**src/rtl/ps2_codes_pkg.sv**
```systemverilog
// Shared PS/2 set-2 byte constants, parser state encoding and the FIFO entry
// layout used by the make-code filter.
package ps2_codes_pkg;

    localparam logic [7:0] PS2_EXT        = 8'hE0;
    localparam logic [7:0] PS2_BREAK      = 8'hF0;
    localparam logic [7:0] PS2_PAUSE      = 8'hE1;
    localparam logic [7:0] BAT_OK         = 8'hAA;
    localparam logic [7:0] ACK            = 8'hFA;
    localparam logic [7:0] ECHO           = 8'hEE;
    localparam logic [7:0] RESEND         = 8'hFE;
    localparam logic [7:0] ERR0           = 8'h00;
    localparam logic [7:0] ERR1           = 8'hFF;
    localparam logic [7:0] FAKE_SHIFT_A   = 8'h12;
    localparam logic [7:0] FAKE_SHIFT_B   = 8'h59;
    localparam logic [2:0] PAUSE_TAIL_LEN = 3'd7;

    typedef enum logic [2:0] {
        IDLE,
        EXT,
        BREAK,
        EXT_BREAK,
        PAUSE
    } parse_state_e;

    typedef struct packed {
        logic       ext;
        logic [7:0] code;
    } key_entry_t;

    // Keyboard status replies and error bytes that never start a key sequence.
    function automatic logic is_status_byte(input logic [7:0] b);
        return (b == ERR0) || (b == BAT_OK) || (b == ECHO) ||
               (b == ACK)  || (b == RESEND) || (b == ERR1);
    endfunction

endpackage

```
**src/rtl/ps2_make_code_filter_if.sv**
```systemverilog
// Byte-in / key-out bundle of the make-code filter. master = filter side,
// slave = receiver + consumer side.
interface ps2_make_code_filter_if #(
    parameter int FIFO_DEPTH = 4
) ();

    logic [7:0]                  ps2_received_data;
    logic                        ps2_received_data_strb;
    logic [7:0]                  key_code;
    logic                        key_extended;
    logic                        key_valid;
    logic                        key_ready;
    logic [$clog2(FIFO_DEPTH):0] fifo_level;
    logic                        overflow;

    modport master (
        input  ps2_received_data,
        input  ps2_received_data_strb,
        input  key_ready,
        output key_code,
        output key_extended,
        output key_valid,
        output fifo_level,
        output overflow
    );

    modport slave (
        output ps2_received_data,
        output ps2_received_data_strb,
        output key_ready,
        input  key_code,
        input  key_extended,
        input  key_valid,
        input  fifo_level,
        input  overflow
    );

endinterface

```
**src/rtl/ps2_code_fifo.sv**
```systemverilog
// Synchronous FIFO, power-of-two depth. Push on a full FIFO is accepted only
// when a pop happens in the same cycle; pop on an empty FIFO is ignored.
module ps2_code_fifo #(
    parameter int WIDTH = 9,
    parameter int DEPTH = 4
) (
    input  logic                     clk,
    input  logic                     rst_n,
    input  logic                     push,
    input  logic                     pop,
    input  logic [WIDTH-1:0]         wdata,
    output logic [WIDTH-1:0]         rdata,
    output logic                     full,
    output logic                     empty,
    output logic [$clog2(DEPTH):0]   level
);

    localparam int AW = $clog2(DEPTH);

    logic [WIDTH-1:0] mem [DEPTH];
    logic [AW-1:0]    wr_ptr_q;
    logic [AW-1:0]    rd_ptr_q;
    logic [AW:0]      level_q;
    logic             do_push;
    logic             do_pop;

    assign empty   = (level_q == '0);
    assign full    = (level_q == (AW+1)'(DEPTH));
    assign do_pop  = pop & ~empty;
    assign do_push = push & (~full | do_pop);
    assign rdata   = mem[rd_ptr_q];
    assign level   = level_q;

    // NOTE: storage is not reset; consumers gate rdata with empty, so stale
    // contents are never observed and the array can map to plain RAM.
    always_ff @(posedge clk) begin
        if (do_push) begin
            mem[wr_ptr_q] <= wdata;
        end
    end

    // Pointers wrap naturally because DEPTH is a power of two.
    always_ff @(posedge clk or negedge rst_n) begin
        if (!rst_n) begin
            wr_ptr_q <= '0;
            rd_ptr_q <= '0;
            level_q  <= '0;
        end else begin
            if (do_push) begin
                wr_ptr_q <= wr_ptr_q + 1'b1;
            end
            if (do_pop) begin
                rd_ptr_q <= rd_ptr_q + 1'b1;
            end
            case ({do_push, do_pop})
                2'b10:   level_q <= level_q + 1'b1;
                2'b01:   level_q <= level_q - 1'b1;
                default: level_q <= level_q;
            endcase
        end
    end

endmodule

```
**src/rtl/ps2_make_code_filter.sv**
```systemverilog
// Set-2 scan-code parser with typematic-repeat suppression; emits one FIFO
// entry {ext, code} per key press toward the Morse controller.
module ps2_make_code_filter
    import ps2_codes_pkg::*;
#(
    parameter int FIFO_DEPTH = 4
) (
    input  logic                   clk,
    input  logic                   rst_n,
    ps2_make_code_filter_if.master bus
);

    localparam int LW = $clog2(FIFO_DEPTH) + 1;

    parse_state_e state_q, state_d;
    logic [2:0]   skip_q, skip_d;
    logic         cand_valid;
    key_entry_t   cand;
    logic         release_seen;
    logic         last_valid_q;
    key_entry_t   last_make_q;
    logic         overflow_q;
    logic         push_req;
    logic         fifo_push;
    logic         fifo_pop;
    logic         fifo_full;
    logic         fifo_empty;
    logic [8:0]   fifo_rdata;
    logic [LW-1:0] fifo_level;
    key_entry_t   head;
    logic [7:0]   rx_byte;

    assign rx_byte = bus.ps2_received_data;

    // NOTE: every always_comb output gets a default first so no path can
    // leave it unassigned and infer a latch.
    always_comb begin
        state_d      = state_q;
        skip_d       = skip_q;
        cand_valid   = 1'b0;
        cand         = '0;
        release_seen = 1'b0;
        if (bus.ps2_received_data_strb) begin
            case (state_q)
                IDLE: begin
                    if (rx_byte == PS2_EXT) begin
                        state_d = EXT;
                    end else if (rx_byte == PS2_BREAK) begin
                        state_d = BREAK;
                    end else if (rx_byte == PS2_PAUSE) begin
                        state_d = PAUSE;
                        skip_d  = PAUSE_TAIL_LEN;
                    end else if (!is_status_byte(rx_byte)) begin
                        cand_valid = 1'b1;
                        cand       = '{ext: 1'b0, code: rx_byte};
                    end
                end
                EXT: begin
                    if (rx_byte == PS2_BREAK) begin
                        state_d = EXT_BREAK;
                    end else if (rx_byte == PS2_EXT) begin
                        state_d = EXT;
                    end else if (rx_byte == FAKE_SHIFT_A || rx_byte == FAKE_SHIFT_B) begin
                        state_d = IDLE;
                    end else begin
                        cand_valid = 1'b1;
                        cand       = '{ext: 1'b1, code: rx_byte};
                        state_d    = IDLE;
                    end
                end
                BREAK, EXT_BREAK: begin
                    release_seen = 1'b1;
                    state_d      = IDLE;
                end
                PAUSE: begin
                    skip_d = skip_q - 1'b1;
                    if (skip_q <= 3'd1) begin
                        skip_d  = '0;
                        state_d = IDLE;
                    end
                end
                default: state_d = IDLE;
            endcase
        end
    end

    assign push_req  = cand_valid & ~(last_valid_q & (cand == last_make_q));
    assign fifo_pop  = ~fifo_empty & bus.key_ready;
    assign fifo_push = push_req & (~fifo_full | fifo_pop);

    // NOTE: sequential state uses non-blocking assignments only, so every
    // register samples the pre-edge values computed above.
    always_ff @(posedge clk or negedge rst_n) begin
        if (!rst_n) begin
            state_q      <= IDLE;
            skip_q       <= '0;
            last_valid_q <= 1'b0;
            last_make_q  <= '0;
            overflow_q   <= 1'b0;
        end else begin
            state_q <= state_d;
            skip_q  <= skip_d;
            if (release_seen) begin
                last_valid_q <= 1'b0;
            end else if (push_req) begin
                // Updated even when the entry is dropped, so held-key repeats
                // of a lost press do not sneak in later.
                last_valid_q <= 1'b1;
                last_make_q  <= cand;
            end
            if (push_req && fifo_full && !fifo_pop) begin
                overflow_q <= 1'b1;
            end
        end
    end

    ps2_code_fifo #(
        .WIDTH (9),
        .DEPTH (FIFO_DEPTH)
    ) u_fifo (
        .clk   (clk),
        .rst_n (rst_n),
        .push  (fifo_push),
        .pop   (fifo_pop),
        .wdata (cand),
        .rdata (fifo_rdata),
        .full  (fifo_full),
        .empty (fifo_empty),
        .level (fifo_level)
    );

    assign head             = key_entry_t'(fifo_rdata);
    assign bus.key_code     = fifo_empty ? 8'h00 : head.code;
    assign bus.key_extended = fifo_empty ? 1'b0  : head.ext;
    assign bus.key_valid    = ~fifo_empty;
    assign bus.fifo_level   = fifo_level;
    assign bus.overflow     = overflow_q;

endmodule

```
**src/flat_wrapper.sv**
```systemverilog
// flat-port wrapper written by rule: the top's interface ports become plain ports
module ps2_make_code_filter_flat import ps2_codes_pkg::*;
#(
    parameter int FIFO_DEPTH = 4
)
  (clk, rst_n, bus_ps2_received_data, bus_ps2_received_data_strb, bus_key_ready, bus_key_code, bus_key_extended, bus_key_valid, bus_fifo_level, bus_overflow);
  ps2_make_code_filter_if #(.FIFO_DEPTH(FIFO_DEPTH)) bus_i ();
  input  logic clk;
  input  logic rst_n;
  input wire logic [$bits(bus_i.ps2_received_data)-1:0] bus_ps2_received_data;
  input wire logic [$bits(bus_i.ps2_received_data_strb)-1:0] bus_ps2_received_data_strb;
  input wire logic [$bits(bus_i.key_ready)-1:0] bus_key_ready;
  output wire logic [$bits(bus_i.key_code)-1:0] bus_key_code;
  output wire logic [$bits(bus_i.key_extended)-1:0] bus_key_extended;
  output wire logic [$bits(bus_i.key_valid)-1:0] bus_key_valid;
  output wire logic [$bits(bus_i.fifo_level)-1:0] bus_fifo_level;
  output wire logic [$bits(bus_i.overflow)-1:0] bus_overflow;
  assign bus_i.ps2_received_data = bus_ps2_received_data;
  assign bus_i.ps2_received_data_strb = bus_ps2_received_data_strb;
  assign bus_i.key_ready = bus_key_ready;
  assign bus_key_code = bus_i.key_code;
  assign bus_key_extended = bus_i.key_extended;
  assign bus_key_valid = bus_i.key_valid;
  assign bus_fifo_level = bus_i.fifo_level;
  assign bus_overflow = bus_i.overflow;
  ps2_make_code_filter #(.FIFO_DEPTH(FIFO_DEPTH)) u_core (.clk(clk), .rst_n(rst_n), .bus(bus_i));
endmodule
```
**config.mk**
```make
export PLATFORM = sky130hd
export DESIGN_NAME = ps2_make_code_filter_flat
export DESIGN_NICKNAME = d
export VERILOG_FILES = /design/src/rtl/ps2_codes_pkg.sv /design/src/rtl/ps2_make_code_filter_if.sv /design/src/rtl/ps2_code_fifo.sv /design/src/rtl/ps2_make_code_filter.sv /design/src/flat_wrapper.sv
export SDC_FILE = /design/constraint.sdc
export NUM_CORES = 1
export LEC_CHECK = 0
export CAP_MARGIN = 20
export CORE_ASPECT_RATIO = 0.6
export CORE_MARGIN = 1
export CORE_UTILIZATION = 40
export DETAILED_ROUTE_END_ITERATION = 12
export GPL_ROUTABILITY_DRIVEN = 0
export GPL_TIMING_DRIVEN = 0
export PLACE_DENSITY = 0.65
export SYNTH_ARGS = -nofsm -noshare
export SYNTH_HDL_FRONTEND = slang
export SYNTH_SLANG_ARGS = --single-unit
```
**constraint.sdc**
```tcl
create_clock -name clk -period 3.3 [get_ports clk]
set_input_delay 0.66 -clock clk [delete_from_list [all_inputs] [get_ports clk]]
set_output_delay 0.66 -clock clk [all_outputs]
set_load 0.02 [all_outputs]
```
* After elaboration in Yosys (flattened, before gate mapping)
Memories as Yosys holds them, arrays and structs flattened.
Cells that the tools add are included.
** Storage, ports and cells
- Bits in registers :: 24
- Memory bits (writable) :: 36
- Input bits :: 12
- Output and inout port bits :: 14
- Logic and storage cells :: 109
- Memories kept :: 1
** Memories
- u_core.u_fifo.mem :: depth 4, bits a word 9, read ports 1, clocked after memory_dff 0, wr ports 1, line ps2_code_fifo.sv:20 : logic [WIDTH-1:0] mem [DEPTH];
** Cells by class
- Add/sub/neg operators :: 5
- Magnitude comparators :: 1
- Equality and inequality tests :: 23
- Mux-type cells :: 39
- Bitwise operators :: 12
- Reductions and logical operators :: 19
** Operators by type and width (number)
- $eq A8 B8 Y1 const B :: 8
- $mux W9 :: 7
- $mux W3 :: 9
- $pmux W9 S2 :: 1
- $mux W1 :: 16
- $mux W8 :: 2
- $pmux W3 S2 :: 2
- $eq A9 B9 Y1 :: 1
- $pmux W3 S3 :: 1
- $eq A8 B5 Y1 const B :: 1
- $eq A8 B7 Y1 const B :: 1
- $logic_not A8 Y1 :: 1
- $and A1 B1 Y1 :: 6
- $eq A3 B2 Y1 const B :: 2
- $eq A3 B3 Y1 const B :: 2
- $logic_not A3 Y1 :: 2
- $logic_or A1 B1 Y1 :: 6
- $reduce_bool A2 Y1 :: 3
- $sub A3 B1 Y3 const B :: 2
- $reduce_and A5 Y1 :: 1
- $add A2 B1 Y2 const B :: 2
- $ne A2 B1 Y1 const B :: 2
- $ne A2 B2 Y1 const B :: 2
- $ne A4 B1 Y1 const B :: 1
- 13 further kinds :: 18

* Logic depth before layout (Yosys ltp)
Gate-level depths: netlist (run 1).
- Word-level depth :: 20
- Depth in mapped cells :: 14

* Modules after synthesis
Synthesis (run 1) repeated with hierarchy kept, for this count alone.
** Second synthesis, totals
- Cell total of the unflattened synthesis :: 259
- Area, all modules :: 3225.6 µm²
** Modules (own cells, without submodules)
- ps2_code_fifo :: instances 1, cells an instance 95, area each 1825.5 µm², sequential area each 1256.2 µm²
- ps2_make_code_filter :: instances 1, cells an instance 164, area each 1400.1 µm², sequential area each 425.4 µm²

* Least setup slack after synthesis (run 1)
No wires, ideal clock.
- Kind :: input to register
- Start :: input port bus_ps2_received_data[4]
- End :: register u_core.u_fifo.level_q[2] (netlist: u_core.u_fifo.level[2])
- Library setup time :: 0.080 ns
- Arrival time :: 3.104 ns
- Data required time :: 3.220 ns
- Slack :: 0.117 ns
- Cell stages on the path :: 14
- Cell sequence :: clkbuf_1 > xnor2_1 > nand4_1 > a2111oi_4 > o211ai_2 > a22oi_4 > nor3_4 > inv_1 > ha_1 > inv_1 > fa_1 > xor2_1 > nor2_1 > xor2_1
** Between the ends
- Word-level cells in the longest chain between the ends :: 20
** Ends and longest elaborated chain
- start, declared :: line flat_wrapper.sv:10 : input wire logic [$bits(bus_i.ps2_received_data)-1:0] bus_ps2_received_data;
- $eq A8 B8 Y1 or $logic_not A8 Y1 (tied branches) :: line ps2_codes_pkg.sv:33 : return (b == ERR0) || (b == BAT_OK) || (b == ECHO) ||
- $logic_or A1 B1 Y1 (3 in a row) :: line ps2_codes_pkg.sv:33
- $logic_or A1 B1 Y1 (2 in a row) :: line ps2_codes_pkg.sv:34 : (b == ACK) || (b == RESEND) || (b == ERR1);
- $mux W8 :: line ps2_make_code_filter.sv:53 : end else if (!is_status_byte(rx_byte)) begin
- $mux W9 :: line ps2_make_code_filter.sv:50 : end else if (rx_byte == PS2_PAUSE) begin
- $mux W9 :: line ps2_make_code_filter.sv:48 : end else if (rx_byte == PS2_BREAK) begin
- $mux W9 :: line ps2_make_code_filter.sv:46 : if (rx_byte == PS2_EXT) begin
- $pmux W9 S2 :: line ps2_make_code_filter.sv:44 : case (state_q)
- $mux W9 :: line ps2_make_code_filter.sv:43 : if (bus.ps2_received_data_strb) begin
- $eq A9 B9 Y1 :: line ps2_make_code_filter.sv:87 : assign push_req = cand_valid & ~(last_valid_q & (cand == last_make_q));
- $and A1 B1 Y1 :: line ps2_make_code_filter.sv:87
- $not A1 Y1 :: line ps2_make_code_filter.sv:87
- $and A1 B1 Y1 * :: line ps2_make_code_filter.sv:87
- $and A1 B1 Y1 * :: line ps2_make_code_filter.sv:89 : assign fifo_push = push_req & (~fifo_full | fifo_pop);
- $and A1 B1 Y1 * :: line ps2_code_fifo.sv:30 : assign do_push = push & (~full | do_pop);
- $eq A2 B1 Y1 or $eq A2 B2 Y1 (tied branches) :: line ps2_code_fifo.sv:55 : case ({do_push, do_pop})
- $pmux W3 S2 or $reduce_bool A2 Y1 (tied branches)
- end signal, assigned :: line ps2_code_fifo.sv:56 : 2'b10: level_q <= level_q + 1'b1;
- end signal, assigned :: line ps2_code_fifo.sv:57 : 2'b01: level_q <= level_q - 1'b1;
- end signal, assigned :: line ps2_code_fifo.sv:58 : default: level_q <= level_q;
- end, declared :: line ps2_code_fifo.sv:23 : logic [AW:0] level_q;
Mark *: on every way between the ends. The rest lies on a longest branch, timed or not.
A chain may end at the register's enable or synchronous reset.

* Worst setup path in the final report (run 1)
- Start :: input port bus_ps2_received_data[5]
- End :: register u_core.u_fifo.level_q[2] (netlist: u_core.u_fifo.level[2])
The elaborated chain is that of the path after synthesis.

==> results of run 1 <==
## cells by family (layout without fill, tap and decap cells)
family          Yosys count  after routing  synth area share (%)
flops                    60             60                  56.2
mux                      18             18                  11.0
xor+xnor                 10             10                  2.93
compound gates           30             30                  8.53
buf+inv                  20             68                  2.92
simple gates             71             71                  14.5
fa+ha+maj                 9              9                  3.93
## path summary, 6_finish.rpt
| check | start | to | cells after the start |
|---|---|---|---|
| setup / recovery | bus_ps2_received_data[5] | u_core.u_fifo.level[2]$_DFFE_PN0P_ | 14 |
| max in group asynchronous | rst_n | u_core.u_fifo.level[0]$_DFFE_PN0P_ | 2 |
| min in group asynchronous | rst_n | u_core.skip_q[2]$_DFFE_PN0P_ | 1 |
| hold reg to reg | u_core.bus.overflow$_DFFE_PN0P_ | u_core.bus.overflow$_DFFE_PN0P_ | 1 |
| hold / removal | u_core.bus.overflow$_DFFE_PN0P_ | u_core.bus.overflow$_DFFE_PN0P_ | 1 |
| setup reg to reg | u_core.state_q[2]$_DFFE_PN0P_ | u_core.u_fifo.level[2]$_DFFE_PN0P_ | 14 |
## routing by layer
metal | up-vias | track usage (%) | share of wire [%]
met3 | 8 | 8.00 | 7.6
met2 | 58 | 23.9 | 43
met4 | 0 | 4.39 | 1.1
met1 | 927 | 25.6 | 49
met5 | - | 0 | 0
li1 | 891 | - | -
## area by class of cell
class / count / share of cell area (%)
Sequential cell: 60 / 44.3
Clock buffer: 11 / 6.14
Inverter: 12 / 1.19
Clock inverter: 5 / 2.64
Buffer: 8 / 1.75
Timing Repair Buffer: 32 / 7.85
Tap cell: 104 / 3.43
Multi-Input combinational cell: 138 / 32.7
## per-stage QoR
step                      std cells  TNS [ns]
after global routing            370   -0.0237
after detailed placement        347    -18.93
final                           370         0
after floorplan                 218         0
after CTS                       368   -0.0508
after global placement          346    -16.70
## timing repair
item | in CTS | in global routing
pin swaps | 5 | 5
buffers inserted | 5 | 2
gates resized for setup | 15 | 8
hold buffers | 0 | 0
setup endpoints to repair | 46 | 38
## cells in the final DEF, fill, tap and decap left out, types with 3 or more instances in the layout
| master | count |
|---|---|
| xnor2_1 | 7 |
| and2_1 | 22 |
| inv_1 | 12 |
| clkbuf_1 | 5 |
| bufinv_16 | 3 |
| mux4_2 | 9 |
| nand4_1 | 3 |
| xor2_1 | 3 |
| dlygate4sd2_1 | 4 |
| clkbuf_16 | 9 |
| o21ai_0 | 6 |
| nor2_1 | 10 |
| mux2_4 | 7 |
| nand3_1 | 3 |
| buf_4 | 8 |
| nand2_1 | 13 |
| clkdlybuf4s50_1 | 16 |
| edfxtp_1 | 36 |
| dfrtp_1 | 24 |
| ha_1 | 6 |
## where the power goes
part,internal (mW),switching (mW),total (mW)
combinational,0.667,0.649,1.32
clock,0.734,0.319,1.05
sequential,1.05,0.122,1.17
## critical path: stages
cell	delay, ns
dlygate4sd2_1	0.33
or4_1	0.55
o22ai_1	0.16
nand2b_1	0.08
o2111a_1	0.18
a22oi_4	0.24
nor3_4	0.07
inv_1	0.09
ha_2	0.19
inv_1	0.05
fa_1	0.36
xor2_1	0.15
nor2_1	0.13
xor2_1	0.15
## flip-flops by register name, indices dropped and copies added, names as in the netlist
register / count
u_core.u_fifo.wr_ptr_q: 2
u_core.u_fifo.level: 3
u_core.u_fifo.rd_ptr_q: 2
u_core.u_fifo.mem: 36
u_core.last_make_q: 9
u_core.state_q: 3
u_core.last_valid_q: 1
u_core.bus.overflow: 1
u_core.skip_q: 3
==> run_results.csv, run 1 <==
group,metric,value,unit
synth,yosysTopAreaCellShare,36.1,%
placement,placed_area,3380,sq um
routing,first_iter_violations,121,
power_and_ir_drop,p_per_area,932,nW/um^2
sta,period_needed,3.15,ns
sta,skew,0.00582,ns
worst_hold_path,worstHoldPathType,"reg -> reg",
synth,yosysMostFrequentCell,"edfxtp_1",
sta,max_freq,318,MHz
worst_setup_path,regToRegSetupSlack,0.25,ns
final_layout,antennaDiodeCount,0,
worst_setup_path,cp-start-kind,"primary input",
global_route,grt_pass1_wl,9.96,mm
floorplanning,dieArea,7850,sq um
worst_setup_path,critPathRequiredTime,3.55,ns
clock_network,clockBufferDepth,2,
sta,slew_viol_final,0,
worst_setup_path,cp_max_fo,8,
final_layout,multi_input_area,1240,sq um
job,maxCapViolations,0,
placement,place_ws,-0.839,ns
power_and_ir_drop,power_leakage,1.47,nW
routing,avgRoutedWirePerCell,16.2,microns
clock_network,path_clk_slew,0.05,ns
synth,ys_types,56,
final_layout,nFillCells,636,
synth,synth_area_per_cell,13.7,sq um
global_route,grt_max_degree,15,
clock_network,cts_tree,"yes",
synth,ys_ff_latch,60,
floorplanning,die_w,114,microns
sta,tightest_slew,0.753,ns
sta,hold_viol_final,0,
synth,synth.yosys.seq_area_share,56.2,%
sta,rsz0062_at_grt,"true",
final_layout,final_layout_size_suffix_gt1_share,22.6,%
sta,max_slew_margin,49.6,%
clock_network,cts_max_level,3,
clock_network,cts_sinks,60,
routing,routed_via_density,5.09,
routing,vias,1884,
outcome,outcome,"finished clean",
synth,yosysTopAreaCell,"edfxtp_1",
synth,syn_area,2990,sq um
global_route,overflow,0,
final_layout,areaGrowthSynthToFinish,26.7,%
global_route,antenna_found_initial,0,
floorplanning,dieHeight,69.0,microns
final_layout,fin_util,52.4,%
clock_network,cts_made_buffers,9,
placement,dp_hpwl,4.16,mm
placement,io_buffer_count,24,
power_and_ir_drop,power,3.54,mW
synth,synth_fp_nets,238,
final_layout,nNetsFinal,281,
synth,synth-edff-count,36,
sta,layout_setup_ws,0.154,ns
power_and_ir_drop,ir_drop,0.483,mV
global_route,grt_util_all_layers,17.7,%
worst_setup_path,crit_type,"in -> reg",
floorplanning,coreArea,7240,sq um
floorplanning,initial_utilization,41.4,%
synth,synthArstFlopShare,40.0,%
sta,whs,0.483,ns
clock_network,cts_root_buffer,"clkbuf_16",
routing,drc,0,
final_layout,regArea,1680,sq um
routing,ant_nets,0,
sta,setup_viol,0,
routing,drt_wl_total,6.00,mm
worst_setup_path,end_kind,"flop",
synth,netlist_top_cells_count,"36 x edfxtp_1, 24 x dfrtp_1, 23 x and2_1",
synth,ys.flop_type,"edfxtp_1",
final_layout,fin_area,3790,sq um
floorplanning,fp-row-count,24,
global_route,grt_pass1_vias,1859,
sta,fin_crit_sh,95.3,%
worst_setup_path,critPathArrivalTime,3.40,ns
floorplanning,io_pins,26,
synth,yosys_warnings,0,
synth,synth_area_leaders,"edfxtp_1 36%, dfrtp_1 20%, mux4_2 6.8%, and2_1 4.8%, mux2_4 3.5%",
clock_network,clkLatencyLatePin,0.33,ns
routing,dr.pass1.iters,4,
synth,netlist_instances,218,
No activity file was read; power rests on OpenSTA's default activity.
==> inputs of run 2 (changes only) <==
--- a/config.mk
+++ b/config.mk
@@ -12,7 +12,8 @@
 export DETAILED_ROUTE_END_ITERATION = 12
 export GPL_ROUTABILITY_DRIVEN = 0
 export GPL_TIMING_DRIVEN = 0
-export PLACE_DENSITY = 0.65
+export PLACE_DENSITY = 0.64
 export SYNTH_ARGS = -nofsm -noshare
 export SYNTH_HDL_FRONTEND = slang
+export SYNTH_HIERARCHICAL = 1
 export SYNTH_SLANG_ARGS = --single-unit
==> run 2 against run 1 <==
Net effect:
- clock skew shrank 0.0022 ns
- power rose by 8.8%
- critical endpoint is now u_core/u_fifo/level[1]$_DFFE_PN0P_
- routed wire length increased by 15%
- clock power shrank 15%
- area after synthesis grew 7.7%
- cell area rose by 8.0%
- largest power group unchanged
- via count up 19%
- worst setup slack got worse by 0.039 ns
==> run_results.csv, run 2 <==
group,metric,value,unit
worst_setup_path,r2r_end,"u_core/u_fifo/level[1]$_DFFE_PN0P_",
floorplanning,fp-row-count,24,
power_and_ir_drop,ir_drop,0.437,mV
clock_network,cts_tree,"yes",
worst_hold_path,hp-start,"u_core/bus.overflow$_DFFE_PN0P_",
outcome,outcome,"finished clean",
floorplanning,io_pins,26,
synth,ys.flop_type,"edfxtp_1",
synth,synth_area_per_cell,12.5,sq um
synth,ys_types,63,
final_layout,largest_reg_flops,36,
synth,synth-edff-count,36,
global_route,grt_pass1_wl,11.1,mm
final_layout,final_layout_size_suffix_gt1_share,26.9,%
clock_network,cts_sinks,60,
synth,synth_compound_area_share,10.9,%
sta,max_freq,314,MHz
sta,slew_viol_final,0,
global_route,grt_pass1_vias,2162,
routing,ant_nets,0,
sta,whs,0.473,ns
worst_setup_path,cp-start-kind,"primary input",
synth,syn_area,3230,sq um
clock_network,cts_made_buffers,9,
worst_setup_path,critPathArrivalTime,3.42,ns
synth,yosys.area_share.adder,2.95,%
sta,fin_tns_setup,0,ns
sta,fin_crit_sh,96.5,%
routing,drt_wl_total,6.92,mm
placement,dp_hpwl,4.65,mm
sta,skew,0.00366,ns
synth,synth_xor_area_share,3.80,%
global_route,grt_max_degree,15,
clock_network,clkLatencyLatePin,0.32,ns
clock_network,hold_buffers,0,
global_route,overflow,0,
routing,drc,0,
synth,synthArstFlopShare,40.0,%
sta,setup_viol,0,
final_layout,final_common_cell,"edfxtp_1",
worst_setup_path,regToRegSetupSlack,0.21,ns
synth,synthMuxAreaShare,8.69,%
worst_setup_path,crit_type,"in -> reg",
floorplanning,die_w,118,microns
floorplanning,dieHeight,71.6,microns
synth,synthSimpleGateAreaFrac,16.2,%
final_layout,fin_area,4100,sq um
routing,routed_via_density,5.45,
final_layout,regMostFlops,"u_core/u_fifo/mem",
final_layout,areaGrowthSynthToFinish,27.0,%
clock_network,path_clk_slew,0.05,ns
synth,netlist_top_cells_count,"36 x edfxtp_1, 24 x dfrtp_1, 24 x inv_1",
synth,yosysMostFrequentCell,"edfxtp_1",
synth,synth.yosys.seq_area_share,52.1,%
worst_hold_path,min_to,"u_core/bus.overflow$_DFFE_PN0P_",
clock_network,cts_max_level,3,
worst_setup_path,critPathRequiredTime,3.53,ns
synth,ys_ff_latch,60,
final_layout,nNetsFinal,322,
sta,max_slew_margin,56.2,%
synth,synth_top_family_by_area,"simple AND/OR/NAND/NOR gates",
global_route,grt_util_all_layers,17.8,%
synth,yosys_warnings,6,
job,maxCapViolations,0,
power_and_ir_drop,p_per_area,939,nW/um^2
final_layout,reg_top3,"u_core/u_fifo/mem x36, u_core/last_make_q x9",
worst_setup_path,r2r_cells,10,
placement,io_buffer_count,21,
floorplanning,coreArea,7540,sq um
final_layout,antennaDiodeCount,0,
synth,yosysTopAreaCellShare,33.5,%
worst_setup_path,end_kind,"flop",
sta,hold_viol_final,0,
sta,period_needed,3.19,ns
sta,tightest_slew,0.650,ns
synth,yosysTopAreaCell,"edfxtp_1",
floorplanning,dieArea,8440,sq um
routing,vias,2247,
worst_setup_path,cp_max_fo,7,
worst_hold_path,whs_path_depth,2,
worst_setup_path,reg2reg_from,"u_core/state_q[1]$_DFFE_PN0P_",
worst_hold_path,worstHoldPathType,"reg -> reg",
sta,layout_setup_ws,0.115,ns
routing,dr.pass1.iters,4,
clock_network,clockBufferDepth,2,
placement,place_ws,-0.822,ns
placement,placed_area,3630,sq um
clock_network,cts_root_buffer,"clkbuf_16",
synth,netlist_instances,259,
floorplanning,initial_utilization,42.8,%
routing,first_iter_violations,112,
synth,synth_fp_nets,278,
power_and_ir_drop,power_leakage,1.59,nW
final_layout,final_cell_mix,"36 x edfxtp_1, 24 x inv_1, 23 x dfrtp_1",
synth,synth_area_leaders,"edfxtp_1 34%, dfrtp_1 19%, mux4_2 6.3%, inv_1 2.8%, nor2b_1 2.5%",
global_route,antenna_found_initial,0,
routing,avgRoutedWirePerCell,16.8,microns
run 2: cell families after synthesis:
logic type | after synthesis
simple gates | 83
buf+inv | 37
xor+xnor | 14
flops | 60
mux | 16
fa+ha+maj | 7
compound gates | 42
run 2: cell type report:
type | instances | area, sq um
tap | 104 | 130
clock inverter | 7 | 67.6
multi-input combinational | 162 | 1500
timing repair buffer | 36 | 322
fill | 643 | 3440
clock buffer | 9 | 225
inverter | 25 | 96.3
buffer | 9 | 76.3
sequential | 60 | 1680
run 2: worst max-delay path by stage:
stage	slack, ns	depth (start not counted)	endpoint	startpoint
2_1_floorplan	-0.06	13	u_core/u_fifo/level[1]$_DFFE_PN0P_	bus_ps2_received_data[3]
3_3_place_gp	-0.82	14	u_core/u_fifo/level[1]$_DFFE_PN0P_	bus_ps2_received_data[0]
3_5_place_dp	-0.82	14	u_core/u_fifo/level[1]$_DFFE_PN0P_	bus_ps2_received_data[0]
4_1_cts	0.002	15	u_core/u_fifo/level[1]$_DFFE_PN0P_	bus_ps2_received_data[0]
5_1_grt	-0.02	11	u_core/u_fifo/level[1]$_DFFE_PN0P_	bus_ps2_received_data[2]
6_report	0.11	11	u_core/u_fifo/level[1]$_DFFE_PN0P_	bus_ps2_received_data[2]
run 2: per-stage QoR:
stage	total power [mW]	cells	util, %
6_report	3.85	412	54.3
5_1_grt	4.08	412	54.3
4_1_cts	3.77	406	53.1
3_5_place_dp	2.81	385	48.2
3_3_place_gp	2.77	384	47.7
2_1_floorplan	2.31	259	-
run 2: worst max-delay path: stages:
cell and delay [ns]:
clkbuf_2 0.16, or3_4 0.36, o31a_1 0.36, a21o_1 0.23
and4_4 0.20, a211oi_4 0.33, or2b_1 0.18, fa_1 0.43
o21ba_4 0.22, o211ai_1 0.07, a22oi_1 0.20
run 2: power breakdown:
group | switching, mW | leakage (nW) | total [mW] | internal (mW)
Sequential | 0.156 | 0.616 | 1.23 | 1.07
Clock | 0.317 | 0.139 | 0.896 | 0.578
Combinational | 0.881 | 0.833 | 1.72 | 0.839
Total | 1.35 | 1.59 | 3.85 | 2.49
run 2: metal layers:
layer  vias up  global-route usage [%]  wire length, microns
met1      1109                    24.9                  3390
li1       1054                       -                     -
met2        78                    25.9                  3050
met3         6                    6.05                   406
met4         0                    6.41                    70
met5         -                       0                     0
run 2: repair_timing:
action                                 CTS  global route
gates resized for setup                 14            19
gates cloned                             0             0
setup buffers                            5             9
pin swaps                                7             8
setup endpoints to repair               38            38
endpoints found under the hold margin    0             0
==> inputs of run 3 (changes only) <==
--- a/config.mk
+++ b/config.mk
@@ -10,10 +10,8 @@
 export CORE_MARGIN = 1
 export CORE_UTILIZATION = 40
 export DETAILED_ROUTE_END_ITERATION = 12
-export GPL_ROUTABILITY_DRIVEN = 0
+export GPL_ROUTABILITY_DRIVEN = 1
 export GPL_TIMING_DRIVEN = 0
-export PLACE_DENSITY = 0.64
 export SYNTH_ARGS = -nofsm -noshare
 export SYNTH_HDL_FRONTEND = slang
-export SYNTH_HIERARCHICAL = 1
 export SYNTH_SLANG_ARGS = --single-unit
==> run 3 against run 2 <==
Net effect:
- sequential power down 5%
- first-iteration DRC count down 0.89%
- die area down 7.0%
- highest routed layer unchanged
==> run_results.csv, run 3 (same netlist as run 1, synthesis figures left out) <==
group,metric,value,unit
outcome,outcome,"finished clean",
global_route,grtUsageMet1,25.3,%
sta,max_freq,319,MHz
global_route,antenna_found_initial,0,
sta,period_needed,3.14,ns
clock_network,cts_root_buffer,"clkbuf_16",
worst_hold_path,worstHoldPathType,"reg -> reg",
worst_setup_path,reg2reg_from,"u_core.state_q[2]$_DFFE_PN0P_",
worst_setup_path,crit_type,"in -> reg",
final_layout,largest_reg_flops,36,
floorplanning,io_pins,26,
global_route,grt-busiest-layer,"met1",
clock_network,cts_made_buffers,9,
global_route,grt_pass1_wl,9.94,mm
routing,drt_wl_total,5.98,mm
job,maxCapViolations,0,
routing,first_iter_violations,111,
sta,rsz0062_at_grt,"false",
placement,dp_hpwl,4.21,mm
power_and_ir_drop,power.internal,2.33,mW
global_route,grt_pass1_vias,1842,
sta,setup_viol,0,
global_route,grt_max_degree,14,
final_layout,final_common_cell,"edfxtp_1",
worst_setup_path,cp-start-kind,"primary input",
floorplanning,coreArea,7240,sq um
power_and_ir_drop,pwr-share-seq,34.2,%
worst_setup_path,end_kind,"flop",
routing,drc,0,
sta,layout_setup_ws,0.163,ns
sta,fin_tns_setup,0,ns
floorplanning,fp-row-count,24,
global_route,overflow,0,
final_layout,fin_util,52.0,%
placement,place_ws,-0.859,ns
power_and_ir_drop,combPwrFrac,39.3,%
floorplanning,dieArea,7850,sq um
sta,max_slew_margin,54.2,%
global_route,grt_util_all_layers,17.7,%
routing,vias,1874,
final_layout,regMostFlops,"u_core.u_fifo.mem",
final_layout,final_layout_size_suffix_gt1_share,22.4,%
power_and_ir_drop,ir_drop,0.485,mV
clock_network,cts_tree,"yes",
worst_setup_path,critPathRequiredTime,3.55,ns
worst_setup_path,crit_end,"u_core.u_fifo.level[2]$_DFFE_PN0P_",
worst_setup_path,critPathArrivalTime,3.39,ns
worst_setup_path,startpoint,"bus_ps2_received_data[5]",
final_layout,areaGrowthSynthToFinish,25.6,%
final_layout,nNetsFinal,283,
routing,ant_nets,0,
sta,hold_viol_final,0,
power_and_ir_drop,netSwitchingFraction,31.7,%
clock_network,cts_sinks,60,
final_layout,reg_top3,"u_core.u_fifo.mem x36, u_core.last_make_q x9",
global_route,grt_util_met2,23.2,%
placement,gp_congestion,0.797,
power_and_ir_drop,pwr-share-clk,26.5,%
global_route,use_met3,7.83,%
power_and_ir_drop,power_leakage,1.45,nW
routing,avgRoutedWirePerCell,16.1,microns
final_layout,antennaDiodeCount,0,
floorplanning,dieHeight,69.0,microns
worst_setup_path,r2r_cells,14,
clock_network,clkLatencyLatePin,0.33,ns
clock_network,cts_max_level,3,
worst_setup_path,regToRegSetupSlack,0.29,ns
power_and_ir_drop,power,3.41,mW
power_and_ir_drop,p_per_area,906,nW/um^2
worst_setup_path,cp_max_fo,8,
final_layout,final_cell_mix,"36 x edfxtp_1, 24 x dfrtp_1, 23 x and2_1",
floorplanning,initial_utilization,41.4,%
floorplanning,die_w,114,microns
power_and_ir_drop,power.switching,1.08,mW
sta,skew,0.00590,ns
routing,dr.pass1.iters,4,
clock_network,path_clk_slew,0.05,ns
worst_setup_path,r2r_end,"u_core.u_fifo.level[2]$_DFFE_PN0P_",
routing,routed_via_density,5.04,
clock_network,clockBufferDepth,2,
sta,tightest_slew,0.677,ns
sta,slew_viol_final,0,
sta,fin_crit_sh,95.1,%
placement,io_buffer_count,24,
[run 3: cell count changes in the layout (fill, tap and decap cells not counted), moves of 5 or more]
| cell | change |
|---|---|
| nor3_1 | -5 |
| inv_1 | -12 |
| and2_1 | +19 |
| clkbuf_1 | +6 |
| nand3_1 | -7 |
| nor2_1 | +6 |
| nand4_1 | -5 |
| mux2_4 | +7 |
| nor2b_1 | -13 |
[run 3: cell type report]
cell class	count	area [sq um]
Tap cell	104	130
Buffer	8	66.3
Multi-Input combinational cell	138	1240
Fill cell	625	3480
Timing Repair Buffer	34	309
Sequential cell	60	1680
Inverter	12	45.0
Clock inverter	2	35.0
Clock buffer	14	254
[run 3: power by group through the flow]
stage               logic (mW)  registers, mW  clock network [mW]
floorplan                0.861           1.17                   0
global route              1.47           1.20               0.953
CTS                       1.35           1.17               0.923
finish                    1.34           1.17               0.903
detailed placement        1.30           1.18                   0
global placement          1.28           1.17                   0
[run 3: how the worst min path moves through the flow]
stage                                         start                         endpoint  depth (start not counted)
CTS                 u_core.bus.overflow$_DFFE_PN0P_  u_core.bus.overflow$_DFFE_PN0P_                          1
floorplan                                     rst_n  u_core.bus.overflow$_DFFE_PN0P_                          0
finish              u_core.bus.overflow$_DFFE_PN0P_  u_core.bus.overflow$_DFFE_PN0P_                          1
detailed placement  u_core.bus.overflow$_DFFE_PN0P_  u_core.bus.overflow$_DFFE_PN0P_                          1
global route        u_core.bus.overflow$_DFFE_PN0P_  u_core.bus.overflow$_DFFE_PN0P_                          1
global placement    u_core.bus.overflow$_DFFE_PN0P_  u_core.bus.overflow$_DFFE_PN0P_                          1
[run 3: critical path, cell delays in order]
cell           delay, ns
dlygate4sd2_1       0.32
or4_1               0.54
o22ai_1             0.16
nand2b_1            0.08
o2111a_1            0.20
a22oi_4             0.28
nor3_4              0.07
inv_1               0.08
ha_2                0.19
inv_1               0.06
fa_2                0.33
xor2_1              0.15
nor2_1              0.12
xor2_1              0.14
[run 3: metal layers]
layer  wire, microns  vias to the layer above
met1            3080                      926
met4              94                        0
met3             347                       13
met2            2460                       41
met5               0                        -
li1                -                      894
[run 3: repair_timing]
action	CTS	global route
hold buffers	0	0
gates resized for setup	17	6
endpoints found under the setup margin	46	38
pin swaps	7	6
hold endpoints to repair	0	0
buffers inserted	8	1
[run 3: metrics by stage]
| step | cell area (sq um) | hold WS, ns | std cells |
|---|---|---|---|
| 2_1_floorplan | 2990 | 0.364 | 218 |
| 3_3_place_gp | 3360 | 0.462 | 346 |
| 3_5_place_dp | 3380 | 0.445 | 347 |
| 4_1_cts | 3760 | 0.469 | 371 |
| 5_1_grt | 3760 | 0.478 | 372 |
| 6_report | 3760 | 0.467 | 372 |
